<file path="src/rtl/csr_arb_pkg.sv">
// csr_arb_pkg: shared types and constants for the CSR bus arbiter
package csr_arb_pkg;

    typedef enum logic [1:0] {
        IDLE,
        ISSUE,
        WAIT_ACK,
        RESP
    } csr_arb_state_e;

    localparam logic RSP_ERR_TIMEOUT = 1'b1;

    function automatic int tmo_cnt_w(input int cycles);
        return $clog2(cycles + 1);
    endfunction

    localparam int TIMEOUT_CNT_W = tmo_cnt_w(16);

endpackage

</file>
<file path="src/rtl/csr_bus_arbiter_rr_arbiter.sv">
// rr_arbiter: combinational round-robin picker, nearest requester at or after ptr wins
module rr_arbiter
    import csr_arb_pkg::*;
#(
    parameter int N  = 2,
    parameter int IW = 1
) (
    input  logic [N-1:0]  req,
    input  logic [IW-1:0] ptr,
    output logic [N-1:0]  grant,
    output logic [IW-1:0] idx,
    output logic          any
);

    logic [IW:0] cand;

    // Scan offsets from farthest to nearest so the closest requester overwrites idx last
    always_comb begin
        idx  = '0;
        cand = '0;
        for (int i = N - 1; i >= 0; i--) begin
            cand = {1'b0, ptr} + (IW + 1)'(i);
            if (cand >= (IW + 1)'(N)) cand = cand - (IW + 1)'(N);
            if (req[cand[IW-1:0]]) idx = cand[IW-1:0];
        end
    end

    assign any   = |req;
    assign grant = any ? N'(1) << idx : '0;

endmodule

</file>
<file path="src/rtl/csr_bus_arbiter.sv">
// csr_bus_arbiter: shares the regblock cpuif port between N_REQ requesters, one transaction at a time
module csr_bus_arbiter
    import csr_arb_pkg::*;
#(
    parameter int N_REQ          = 2,
    parameter int ADDR_WIDTH     = 32,
    parameter int DATA_WIDTH     = 32,
    parameter int TIMEOUT_CYCLES = 16
) (
    input  logic                          clk,
    input  logic                          rst,
    input  logic [N_REQ-1:0]              req_valid,
    output logic [N_REQ-1:0]              req_ready,
    input  logic [N_REQ-1:0]              req_write,
    input  logic [N_REQ*ADDR_WIDTH-1:0]   req_addr,
    input  logic [N_REQ*DATA_WIDTH-1:0]   req_wdata,
    input  logic [N_REQ*DATA_WIDTH/8-1:0] req_wstrb,
    output logic [N_REQ-1:0]              rsp_valid,
    input  logic [N_REQ-1:0]              rsp_ready,
    output logic [DATA_WIDTH-1:0]         rsp_rdata,
    output logic                          rsp_err,
    output logic                          cpuif_req,
    output logic                          cpuif_req_is_wr,
    output logic [ADDR_WIDTH-1:0]         cpuif_addr,
    output logic [DATA_WIDTH-1:0]         cpuif_wr_data,
    output logic [DATA_WIDTH-1:0]         cpuif_wr_biten,
    input  logic                          cpuif_req_stall_wr,
    input  logic                          cpuif_req_stall_rd,
    input  logic                          cpuif_rd_ack,
    input  logic                          cpuif_rd_err,
    input  logic [DATA_WIDTH-1:0]         cpuif_rd_data,
    input  logic                          cpuif_wr_ack,
    input  logic                          cpuif_wr_err
);

    localparam int IW = N_REQ > 1 ? $clog2(N_REQ) : 1;
    localparam int CW = tmo_cnt_w(TIMEOUT_CYCLES);
    localparam int SW = DATA_WIDTH / 8;

    csr_arb_state_e state, state_n;
    logic [IW-1:0] ptr, owner, win;
    logic [N_REQ-1:0] grant;
    logic any;
    logic wr_q;
    logic [ADDR_WIDTH-1:0] addr_q;
    logic [DATA_WIDTH-1:0] wdata_q, rdata_q;
    logic [SW-1:0] wstrb_q;
    logic err_q;
    logic [CW-1:0] cnt;
    logic stall, ack, ack_err, timeout;

    rr_arbiter #(.N(N_REQ), .IW(IW)) u_rr (
        .req   (req_valid),
        .ptr   (ptr),
        .grant (grant),
        .idx   (win),
        .any   (any)
    );

    assign stall   = wr_q ? cpuif_req_stall_wr : cpuif_req_stall_rd;
    assign ack     = wr_q ? cpuif_wr_ack : cpuif_rd_ack;
    assign ack_err = wr_q ? cpuif_wr_err : cpuif_rd_err;
    assign timeout = cnt == CW'(TIMEOUT_CYCLES);

    assign req_ready       = (state == IDLE && !rst) ? grant : '0;
    assign cpuif_req       = state == ISSUE && !stall;
    assign cpuif_req_is_wr = wr_q;
    assign cpuif_addr      = addr_q;
    assign cpuif_wr_data   = wr_q ? wdata_q : '0;
    assign rsp_valid       = state == RESP ? N_REQ'(1) << owner : '0;
    assign rsp_rdata       = rdata_q;
    assign rsp_err         = err_q;

    // Expand byte strobes to bit enables; reads present no enables
    always_comb begin
        cpuif_wr_biten = '0;
        for (int b = 0; b < SW; b++) cpuif_wr_biten[b*8 +: 8] = {8{wr_q & wstrb_q[b]}};
    end

    // State register
    always_ff @(posedge clk or posedge rst) begin
        if (rst) state <= IDLE;
        else     state <= state_n;
    end

    // Next-state: stalls hold ISSUE, watchdog or matching ack ends WAIT_ACK
    always_comb begin
        state_n = state;
        unique case (state)
            IDLE:     state_n = any ? ISSUE : IDLE;
            ISSUE:    state_n = stall ? ISSUE : (ack ? RESP : WAIT_ACK);
            WAIT_ACK: state_n = (ack || timeout) ? RESP : WAIT_ACK;
            RESP:     state_n = rsp_ready[owner] ? IDLE : RESP;
            default:  state_n = IDLE;
        endcase
    end

    // Request capture, pointer advance, watchdog and response registers
    always_ff @(posedge clk or posedge rst) begin
        if (rst) begin
            ptr     <= '0;
            owner   <= '0;
            wr_q    <= 1'b0;
            addr_q  <= '0;
            wdata_q <= '0;
            wstrb_q <= '0;
            rdata_q <= '0;
            err_q   <= 1'b0;
            cnt     <= '0;
        end else begin
            if (state == IDLE && any) begin
                owner   <= win;
                ptr     <= (win == IW'(N_REQ - 1)) ? '0 : win + 1'b1;
                wr_q    <= req_write[win];
                addr_q  <= req_addr[win*ADDR_WIDTH +: ADDR_WIDTH];
                wdata_q <= req_wdata[win*DATA_WIDTH +: DATA_WIDTH];
                wstrb_q <= req_wstrb[win*SW +: SW];
            end
            if (state == ISSUE && !stall) begin
                cnt <= CW'(1);
                if (ack) begin
                    rdata_q <= (!wr_q && !ack_err) ? cpuif_rd_data : '0;
                    err_q   <= ack_err;
                end
            end
            if (state == WAIT_ACK) begin
                cnt <= cnt + 1'b1;
                if (ack) begin
                    rdata_q <= (!wr_q && !ack_err) ? cpuif_rd_data : '0;
                    err_q   <= ack_err;
                end else if (timeout) begin
                    rdata_q <= '0;
                    err_q   <= RSP_ERR_TIMEOUT;
                end
            end
            if (state == RESP && rsp_ready[owner]) begin
                rdata_q <= '0;
                err_q   <= 1'b0;
            end
        end
    end

endmodule

</file>
<file path="config.mk">
export PLATFORM = sky130hd
export DESIGN_NAME = csr_bus_arbiter
export DESIGN_NICKNAME = d
export VERILOG_FILES = /design/src/rtl/csr_arb_pkg.sv /design/src/rtl/csr_bus_arbiter_rr_arbiter.sv /design/src/rtl/csr_bus_arbiter.sv
export SDC_FILE = /design/constraint.sdc
export NUM_CORES = 1
export LEC_CHECK = 0
export CORE_AREA = 2 2 123 125
export DETAILED_ROUTE_END_ITERATION = 8
export DIE_AREA = 0 0 125 127
export PLACE_DENSITY = 0.81
export SKIP_CTS_REPAIR_TIMING = 1
export SYNTH_ARGS = -nofsm -noshare
export SYNTH_HDL_FRONTEND = slang
export SYNTH_SLANG_ARGS = --single-unit
export TNS_END_PERCENT = 10
</file>
<file path="constraint.sdc">
create_clock -name clk -period 12.4 [get_ports clk]
set_input_delay 3.72 -clock clk [delete_from_list [all_inputs] [get_ports clk]]
set_output_delay 3.72 -clock clk [all_outputs]
set_load 0.005 [all_outputs]
</file>
==> results.md, run 1 <==
Outcome:
- The flow ran to the end, and the final reports show no timing, DRC or antenna violations.

CTS:
- The clock input transition at the sequential cells of the worst setup and hold paths is 0.07 ns.
- The latest clock arrival within the worst-skew pair is 0.34 ns.
- The CTS buffer count is 9.
- The clock root buffer is sky130_fd_sc_hd__clkbuf_16.
- The maximum root-to-sink buffer count is 2.
- The clock tree from TritonCTS is done.
- The H-tree was split into 3 levels.
- The number of sinks driven by the clock tree is ~110.

Critical path:
- In this design, the stage delay of the slowest critical-path cell is roughly 0.56 ns.
- Walking the worst path, the cells encountered are clkdlybuf4s50_1 -> inv_4 -> and3_1 -> clkdlybuf4s50_1.
- For this design, the slowest cell found on the critical path is sky130_fd_sc_hd__clkdlybuf4s50_1.
- The most common cell type on the critical path is sky130_fd_sc_hd__clkdlybuf4s50_1.
- The kind of cell with the highest combined delay along the critical path is buffers and inverters.
- The critical path contains buffers and inverters numbering 3 combined.
- The number of cells on the worst reg-to-reg path is 5.
- The required time at the worst-slack endpoint is around 8.7 ns.
- By startpoint and endpoint, the worst setup path is classified as in -> out.
- The depth of the critical timing path with buffers and inverters included is 4.
- STA classifies the critical path endpoint as an output port.
- In this run the worst path has a maximum fanout of 58.
- STA classifies the critical path startpoint as a primary input.
- The endpoint arrival time on the critical path is 5.57 ns.

Global route:
- The global-route wire length before repair is 29.94 mm.
- The number of global-route vias before repair is approximately 5500.
- The overall overflow remaining after global route is 0.
- The number of antenna violations at the first check in global routing was 1.
- The pin count of the biggest net entering global routing is 59.
- Global routing consumed, over all layers together, 23.67% of the routing resources.

Finish:
- The total area of sequential cells is between 2000 and 3000 µm².
- The footprint of the multi-input gates is between 2000 and 2500 µm².
- The ratio of cells with drive above 1 in the final layout is 4.293%.
- Once layout is complete, the utilization of the core stands at a little over three fifths.
- The layout overhead on the synthesized area is 59.46%.
- The library cell used most frequently in the layout, excluding fill and tap cells, is sky130_fd_sc_hd__clkdlybuf4s50_1.
- The net count of the finished layout is between 900 and 1000.
- The library cells used most frequently in the layout, excluding fill and tap cells, are sky130_fd_sc_hd__clkdlybuf4s50_1, sky130_fd_sc_hd__and2_1, sky130_fd_sc_hd__dfrtp_1.
- The layout has 1125 filler cells.
- The finished cells cover 9022 µm².

Synthesis:
- Among all flip-flop cells after synthesis, the most frequent one is sky130_fd_sc_hd__dfrtp_1.
- The share of async-settable or async-resettable flops after synthesis is 100.0%.
- The part of the Yosys area used for sequential elements is 49.09%.
- Of the total synthesized cell area, the portion taken by XOR and XNOR cells is 0.3096%.
- Of the post-synthesis cell area, the part taken by muxes is 3.671%.
- The post-synthesis cell area is approximately 5700 µm².
- Each instance of the synthesized netlist takes up on average between 10 and 15 µm².
- The simple-gate portion of the synthesized area is between 10% and 20%.
- Synthesis handed over a netlist of ~520 instances.
- The synthesized netlist devotes 20.61% of its cell area to compound gates.
- The synthesized netlist devotes less than 1% of its cell area to adder and majority cells.
- The number of flops mapped to enable cells by yosys is 0.
- The flip-flop and latch count after synthesis is 111.
- For this run, the number of Yosys warnings is 0.
- The number of nets in the synthesized netlist is between 700 and 800.
- The number of different library cells in the post-synthesis netlist is 38.
- The main combinational cell family by area after synthesis is compound AO/OA/AOI/OAI gates.

Route:
- The routed design has 19.57 mm of wire.
- The routed length per placed instance is 20.03 µm.
- In the routed design, unresolved DRC markers number 0.
- The detail route stage leaves a number of antenna-violating nets equal to 0.
- The detail-routed via count per cell is 5.429.
- The first routing iteration left 360 violations.
- The first-pass iteration count of the detailed router is 4.
- Summing over every cut layer, the via total after detailed routing is between 5000 and 6000.

STA:
- The number of endpoints failing setup at the final stage is 0.
- The actual slew at the worst max-slew pin is 1.121 ns.
- Setup repair after global routing left no endpoint under its margin.
- Dividing the final minimum period by the clock period gives 74.89%.
- The worst path in the final design needs a cycle of a little over 9 ns, including I/O delays and setup.
- The final sum of negative setup slack is 0 ns.
- The final-report hold violation count is 0.
- In this run the tightest slew margin relative to its limit is 24.80%.
- The number of pins exceeding their max-slew limit in the final report is 0.
- Static timing analysis puts the maximum clock frequency at 0.1077 GHz.
- Between clock sinks in the finished design, the worst skew comes to approximately 0.012 ns.

Floorplan:
- The number of primary I/O pins is 317.
- The width of the die is 125 µm.
- The total area inside the core boundary comes to 14420 µm².
- In this run the core area contains 44 standard-cell rows.
- The die covers 15880 µm².
- The floorplan die height is 127 µm.
- The starting density of the core is 39.23%.

Placement:
- The number of port buffers is 316.
- The final HPWL from detailed placement is 14.45 mm.
- At the end of routability-driven placement, the weighted congestion stood at approximately 0.86.
- The cell area reported after detailed placement is 8725 µm².

Pwr:
- The worst-case vdd ir drop is about 0.000095 V.
- The proportion of total power due to net switching is between 30% and 40%.
- The combinational cell fraction of total power is around 53%.
- The part of the power in registers is 32.3%.
- Per report_power, the clock group accounts for 14.5% of the total.
- The internal power consumption is 1332 µW.
- For this design the static power due to leakage is ~0.0038 µW.
- Dividing total power by cell area gives a power density of 222.9 nW/µm².
- The power dissipated by switching net loads is 678.7 µW.

Min path:
- The number of cells on the worst hold path is 1.
- The worst hold path belongs to the class reg -> reg.

Job:
- The count of maximum capacitance violations is 0.
==> layer usage <==
metal	wire length, µm	GRT usage (%)	vias up	part of all wire [%]
li1	-	-	2388	-
met1	7448	27.33	2634	38
met2	9849	40.89	246	50
met3	1672	7.370	36	8.5
met4	600	10.07	0	3.1
met5	0	0	-	0
==> sequential cells by signal (all words and copies together), names as in the netlist <==
register / cells
rsp_err: 1
cpuif_addr: 32
rsp_rdata: 32
cnt: 5
wstrb_q: 4
wdata_q: 32
ptr: 1
cpuif_req_is_wr: 1
owner: 1
state: 2
==> Yosys cell counts, types with 2 or more instances <==
| library cell | number | area [µm²] |
|---|---|---|
| sky130_fd_sc_hd__and2_1 | 138 | 863.3 |
| sky130_fd_sc_hd__dfrtp_1 | 111 | 2778 |
| sky130_fd_sc_hd__a221o_1 | 69 | 690.7 |
| sky130_fd_sc_hd__buf_4 | 29 | 217.7 |
| sky130_fd_sc_hd__clkbuf_1 | 23 | 86.33 |
| sky130_fd_sc_hd__nand2_1 | 22 | 82.58 |
| sky130_fd_sc_hd__o21ai_0 | 20 | 100.1 |
| sky130_fd_sc_hd__a22o_1 | 17 | 148.9 |
| sky130_fd_sc_hd__mux2i_1 | 17 | 170.2 |
| sky130_fd_sc_hd__a31oi_1 | 16 | 100.1 |
| sky130_fd_sc_hd__buf_2 | 12 | 60.06 |
| sky130_fd_sc_hd__nor2_1 | 6 | 22.52 |
| sky130_fd_sc_hd__inv_1 | 4 | 15.01 |
| sky130_fd_sc_hd__a21o_1 | 3 | 22.52 |
| sky130_fd_sc_hd__nand3_1 | 3 | 15.01 |
| sky130_fd_sc_hd__and2b_1 | 2 | 15.01 |
| sky130_fd_sc_hd__and3_1 | 2 | 12.51 |
| sky130_fd_sc_hd__buf_6 | 2 | 22.52 |
| sky130_fd_sc_hd__ha_1 | 2 | 25.02 |
| sky130_fd_sc_hd__mux2_2 | 2 | 22.52 |
| sky130_fd_sc_hd__nor2b_1 | 2 | 12.51 |
| sky130_fd_sc_hd__o21a_1 | 2 | 15.01 |
| sky130_fd_sc_hd__o22ai_1 | 2 | 12.51 |
| sky130_fd_sc_hd__xor2_1 | 2 | 17.52 |
==> final cells by class <==
type / count / area share, %
timing repair buffer: 322 / 35.56
sequential: 111 / 30.79
multi-input combinational: 340 / 27.61
tap: 184 / 2.552
clock buffer: 9 / 2.496
clock inverter: 6 / 0.7766
inverter: 4 / 0.1941
antenna: 1 / 0.02774
==> per-stage QoR <==
stage | hold slack, ns | cells | setup slack, ns | power (µW)
2_1_floorplan | 0.4441 | 522 | 2.215 | 1206
3_3_place_gp | 0.4749 | 961 | 3.087 | 1684
3_5_place_dp | 0.4805 | 961 | 3.059 | 1719
4_1_cts | 0.4966 | 976 | 3.049 | 2024
5_1_grt | 0.5268 | 977 | 2.963 | 2139
6_report | 0.4921 | 977 | 3.114 | 2011
==> worst register-to-register path, stage by stage, from the launching register on <==
cell and delay [ns]:
sky130_fd_sc_hd__dfrtp_1 0.43, sky130_fd_sc_hd__buf_4 0.41, sky130_fd_sc_hd__mux2_4 0.39, sky130_fd_sc_hd__a31oi_4 0.46
sky130_fd_sc_hd__o21a_1 0.58, sky130_fd_sc_hd__a22o_1 0.23
==> kinds of logic after synthesis <==
kind of cell / count (synthesis)
AND/OR/NAND/NOR: 180
AO/OA/AOI/OAI: 136
flip-flops: 111
buffers and inverters: 71
multiplexers: 20
XOR/XNOR: 2
adder cells (fa/ha/maj): 2
==> path summary, 6_finish.rpt <==
| kind | slack (ns) | endpoint | startpoint |
|---|---|---|---|
| setup / recovery | 3.11 | req_ready[0] | rst |
| hold / removal | 0.49 | rsp_rdata[30]$_DFF_PP0_ | rsp_rdata[30]$_DFF_PP0_ |
| setup reg to reg | 9.83 | rsp_rdata[31]$_DFF_PP0_ | cpuif_req_is_wr$_DFFE_PP0P_ |
| hold reg to reg | 0.49 | rsp_rdata[30]$_DFF_PP0_ | rsp_rdata[30]$_DFF_PP0_ |
| max in group asynchronous | 7.31 | wdata_q[21]$_DFFE_PP0P_ | rst |
| min in group asynchronous | 3.89 | wdata_q[1]$_DFFE_PP0P_ | rst |
==> power groups by stage <==
stage / Clock (µW) / Combinational [µW] / Sequential (µW)
after CTS: 299 / 1080 / 648
after global placement: 0 / 1040 / 641
final: 292 / 1070 / 650
after global routing: 312 / 1160 / 670
after floorplan: 0 / 584 / 622
after detailed placement: 0 / 1070 / 648
(Power assumes the default switching activity.)
==> inputs of run 2 (changes only) <==
--- a/config.mk
+++ b/config.mk
@@ -5,9 +5,9 @@
 export SDC_FILE = /design/constraint.sdc
 export NUM_CORES = 1
 export LEC_CHECK = 0
-export CORE_AREA = 2 2 123 125
+export CORE_MARGIN = 1
+export CORE_UTILIZATION = 39
 export DETAILED_ROUTE_END_ITERATION = 8
-export DIE_AREA = 0 0 125 127
 export PLACE_DENSITY = 0.81
 export SKIP_CTS_REPAIR_TIMING = 1
 export SYNTH_ARGS = -nofsm -noshare
==> constraint.sdc (replaced) <==
create_clock -name clk -period 9.2 [get_ports clk]
set_input_delay 2.76 -clock clk [delete_from_list [all_inputs] [get_ports clk]]
set_output_delay 2.76 -clock clk [all_outputs]
set_load 0.005 [all_outputs]
==> run 2 against run 1 <==
Effect of this change:
- worst setup slack lost 1.2 ns
- register-to-register slack got worse by 3.3 ns
- critical path depth unchanged
- critical path type unchanged
- largest power group unchanged
==> results.md, run 2 (same netlist as run 1, synthesis figures left out) <==
Outcome:
- The run finished with clean final reports.

Global route:
- The global-route wire length before repair is 28.47 mm (-4.9%).
- The overall overflow remaining after global route is 0 (unchanged).
- The number of global-route vias before repair came to 5472 (-1.0%).
- The number of antenna violations at the first check in global routing is 2 (+1).
- The pin count of the biggest net entering global routing is 63 (+6.8%).
- The overall track demand over capacity in global routing is 25.10% (+1.4 points).

Finish:
- The net count of the finished layout is 971 (-0.10%).
- The fraction of the core area covered by cells at the end of the flow is 64.23% (+1.7 points).
- The most frequent standard cell in the layout excluding fill and tap cells is sky130_fd_sc_hd__clkdlybuf4s50_1.
- The total area of sequential cells is 2778 µm² (unchanged).
- The layout overhead on the synthesized area was 59.40% (about the same).
- The number of fillers in the final layout is 1074 (-4.5%).
- The library cells used most frequently in the layout, excluding fill and tap cells, are sky130_fd_sc_hd__clkdlybuf4s50_1, sky130_fd_sc_hd__and2_1, sky130_fd_sc_hd__dfrtp_1.
- The ratio of cells with drive above 1 in the final layout is 4.293% (unchanged).
- The footprint of the multi-input gates is 2491 µm² (unchanged).

Critical path:
- The slowest stage of the critical path is the sky130_fd_sc_hd__clkdlybuf4s50_1 cell.
- The depth of the most critical reg-to-reg path was 3 (-2).
- The worst setup path category is in -> out.
- The startpoint identified for the worst register-to-register timing path is state[1]$_DFF_PP0_.
- The count of buffering cells on the critical path with inverters included was 3 (unchanged).
- The most numerous cell type found on the critical path is sky130_fd_sc_hd__clkdlybuf4s50_1.
- The maximum fanout along the worst path was 51 (-12%).
- The reg-to-reg setup timing slack was 6.57 ns (-3.26 ns).
- The endpoint of the most critical register-to-register path is cpuif_addr[25]$_DFFE_PP0P_.
- The endpoint arrival time on the critical path is 4.54 ns (-1.03 ns).
- The longest individual stage delay on the worst path is 0.51 ns (-0.05 ns).
- The worst setup path is launched from a primary input.
- The endpoint type of the worst setup path is an output port.
- The required time at the worst-slack endpoint is 6.44 ns (-2.24 ns).
- Walking the worst path, the cells encountered are clkdlybuf4s50_1 -> inv_4 -> and3_1 -> clkdlybuf4s50_1.
- The top cell family by delay on the critical path is buffers and inverters.

STA:
- The number of pins exceeding their max-slew limit in the final report is 0 (unchanged).
- The final sum of negative setup slack is 0 ns (unchanged).
- The final-report hold violation count came to 0 (unchanged).
- The actual slew at the worst max-slew pin is 1.225 ns (+0.1039 ns).
- The time the worst path needs with I/O delays and setup is between 7 and 8 ns.
- In the finished design, the share of the clock period the worst path needs comes to 79.31%.
- The relative max-transition margin was 17.88% (-6.9 points).
- The final worst slack is 1.903 ns (-1.211 ns).
- For this run, the top clock speed supported by timing is 0.1370 GHz.
- Setup repair after global routing left no endpoint under its margin.
- The final setup skew is 0.01010 ns (-0.001904 ns).
- The number of endpoints failing setup at the final stage came to 0 (unchanged).

CTS:
- The latest clock arrival within the worst-skew pair came to 0.35 ns (about the same).
- The CTS buffer count is 9 (unchanged).
- The number of sinks driven by the clock tree is 111 (unchanged).
- The clock root buffer is sky130_fd_sc_hd__clkbuf_16.
- The maximum root-to-sink buffer count was 2 (unchanged).
- TritonCTS built the clock tree.
- The maximum level of the CTS H-tree is 3 (unchanged).
- The clock input transition at the sequential cells of the worst setup and hold paths is 0.07 ns (about the same).

Floorplan:
- The number of primary I/O pins came to 317 (unchanged).
- The starting density of the core is 40.29% (+1.1 points).
- The placeable core region is 14040 µm² (-2.6%).
- The floorplan die height came to 122.4 µm (-3.6%).
- The total die area is 14990 µm² (-5.6%).
- The width of the die is 122.4 µm (-2.0%).
- The number of core rows was 43 (-2.3%).

Placement:
- The number of port buffers is 316 (unchanged).
- The weighted congestion reported at the end of routability-driven placement was 0.8929 (+3.7%).
- The minimum setup slack after placement was 1.877 ns (-1.182 ns).
- The final HPWL from detailed placement is 14.01 mm (-3.1%).

Pwr:
- The power dissipated by switching net loads is 917.4 µW (+35%).
- The internal power consumption is 1795 µW (+35%).
- The static leakage power was 0.003773 µW (-0.22%).
- The part of the power in registers is 32.4% (about the same).
- The ratio of total power to cell area was 300.8 nW/µm² (+35%).
- The combinational cell fraction of total power is 52.8% (-0.3 points).
- The worst-case vdd ir drop is 0.0001640 V (+73%).
- The fraction of power consumed by the clock network was 14.9% (+0.4 points).
- The proportion of total power due to net switching is 33.82% (+0.064 points).

Route:
- The post-route antenna net violation count is 0 (unchanged).
- The via total after detailed routing was 5271 (-0.62%).
- The first-pass iteration count of the detailed router is 5 (+1).
- The detail-routed via count per cell was 5.412 (-0.32%).
- The violation count after the first detailed-routing iteration is 370 (+2.8%).
- The routed length per placed instance is 19.67 µm (-1.8%).
- The remaining design rule violation count is 0 (unchanged).
- The routed wire length is 19.16 mm (-2.1%).

Job:
- The count of maximum capacitance violations is 0 (unchanged).

Min path:
- The worst hold path class is reg -> reg.
- The endpoint of the worst hold path is rsp_rdata[30]$_DFF_PP0_.
- The number of cells on the worst hold path was 1 (unchanged).
- The beginning of the worst hold path is rsp_rdata[30]$_DFF_PP0_.
## run 2: worst max-delay path by stage
stage | start | cells past startpoint | endpoint
2_1_floorplan | rst | 2 | req_ready[0]
3_3_place_gp | rst | 4 | req_ready[0]
3_5_place_dp | rst | 4 | req_ready[0]
4_1_cts | rst | 4 | req_ready[0]
5_1_grt | rst | 4 | req_ready[0]
6_report | rst | 4 | req_ready[0]
## run 2: power groups by stage
stage,combinational [µW],clock (µW),sequential [µW]
2_1_floorplan,787,0,838
3_3_place_gp,1400,0,869
3_5_place_dp,1440,0,875
4_1_cts,1440,414,876
5_1_grt,1550,431,907
6_report,1430,403,878
## run 2: through the flow
step	hold WS (ns)	std cells	instance area [µm²]	total power, µW
2_1_floorplan	0.4441	522	5658	1625
3_3_place_gp	0.4779	956	8712	2266
3_5_place_dp	0.4813	956	8712	2312
4_1_cts	0.5024	972	9014	2733
5_1_grt	0.5093	974	9019	2889
6_report	0.5027	974	9019	2713
## run 2: final cells by class
class,count,area share (%)
Sequential cell,111,30.80
Clock inverter,7,0.8463
Antenna cell,2,0.05549
Timing Repair Buffer,321,35.49
Tap cell,180,2.497
Clock buffer,9,2.497
Multi-Input combinational cell,340,27.62
Inverter,4,0.1942
## run 2: layer usage
metal | share of wire [%] | vias up | global-route usage [%]
met2 | 50 | 264 | 42.03
li1 | - | 2395 | -
met4 | 3.2 | 0 | 11.74
met3 | 7.8 | 41 | 7.110
met1 | 39 | 2571 | 29.65
met5 | 0 | - | 0
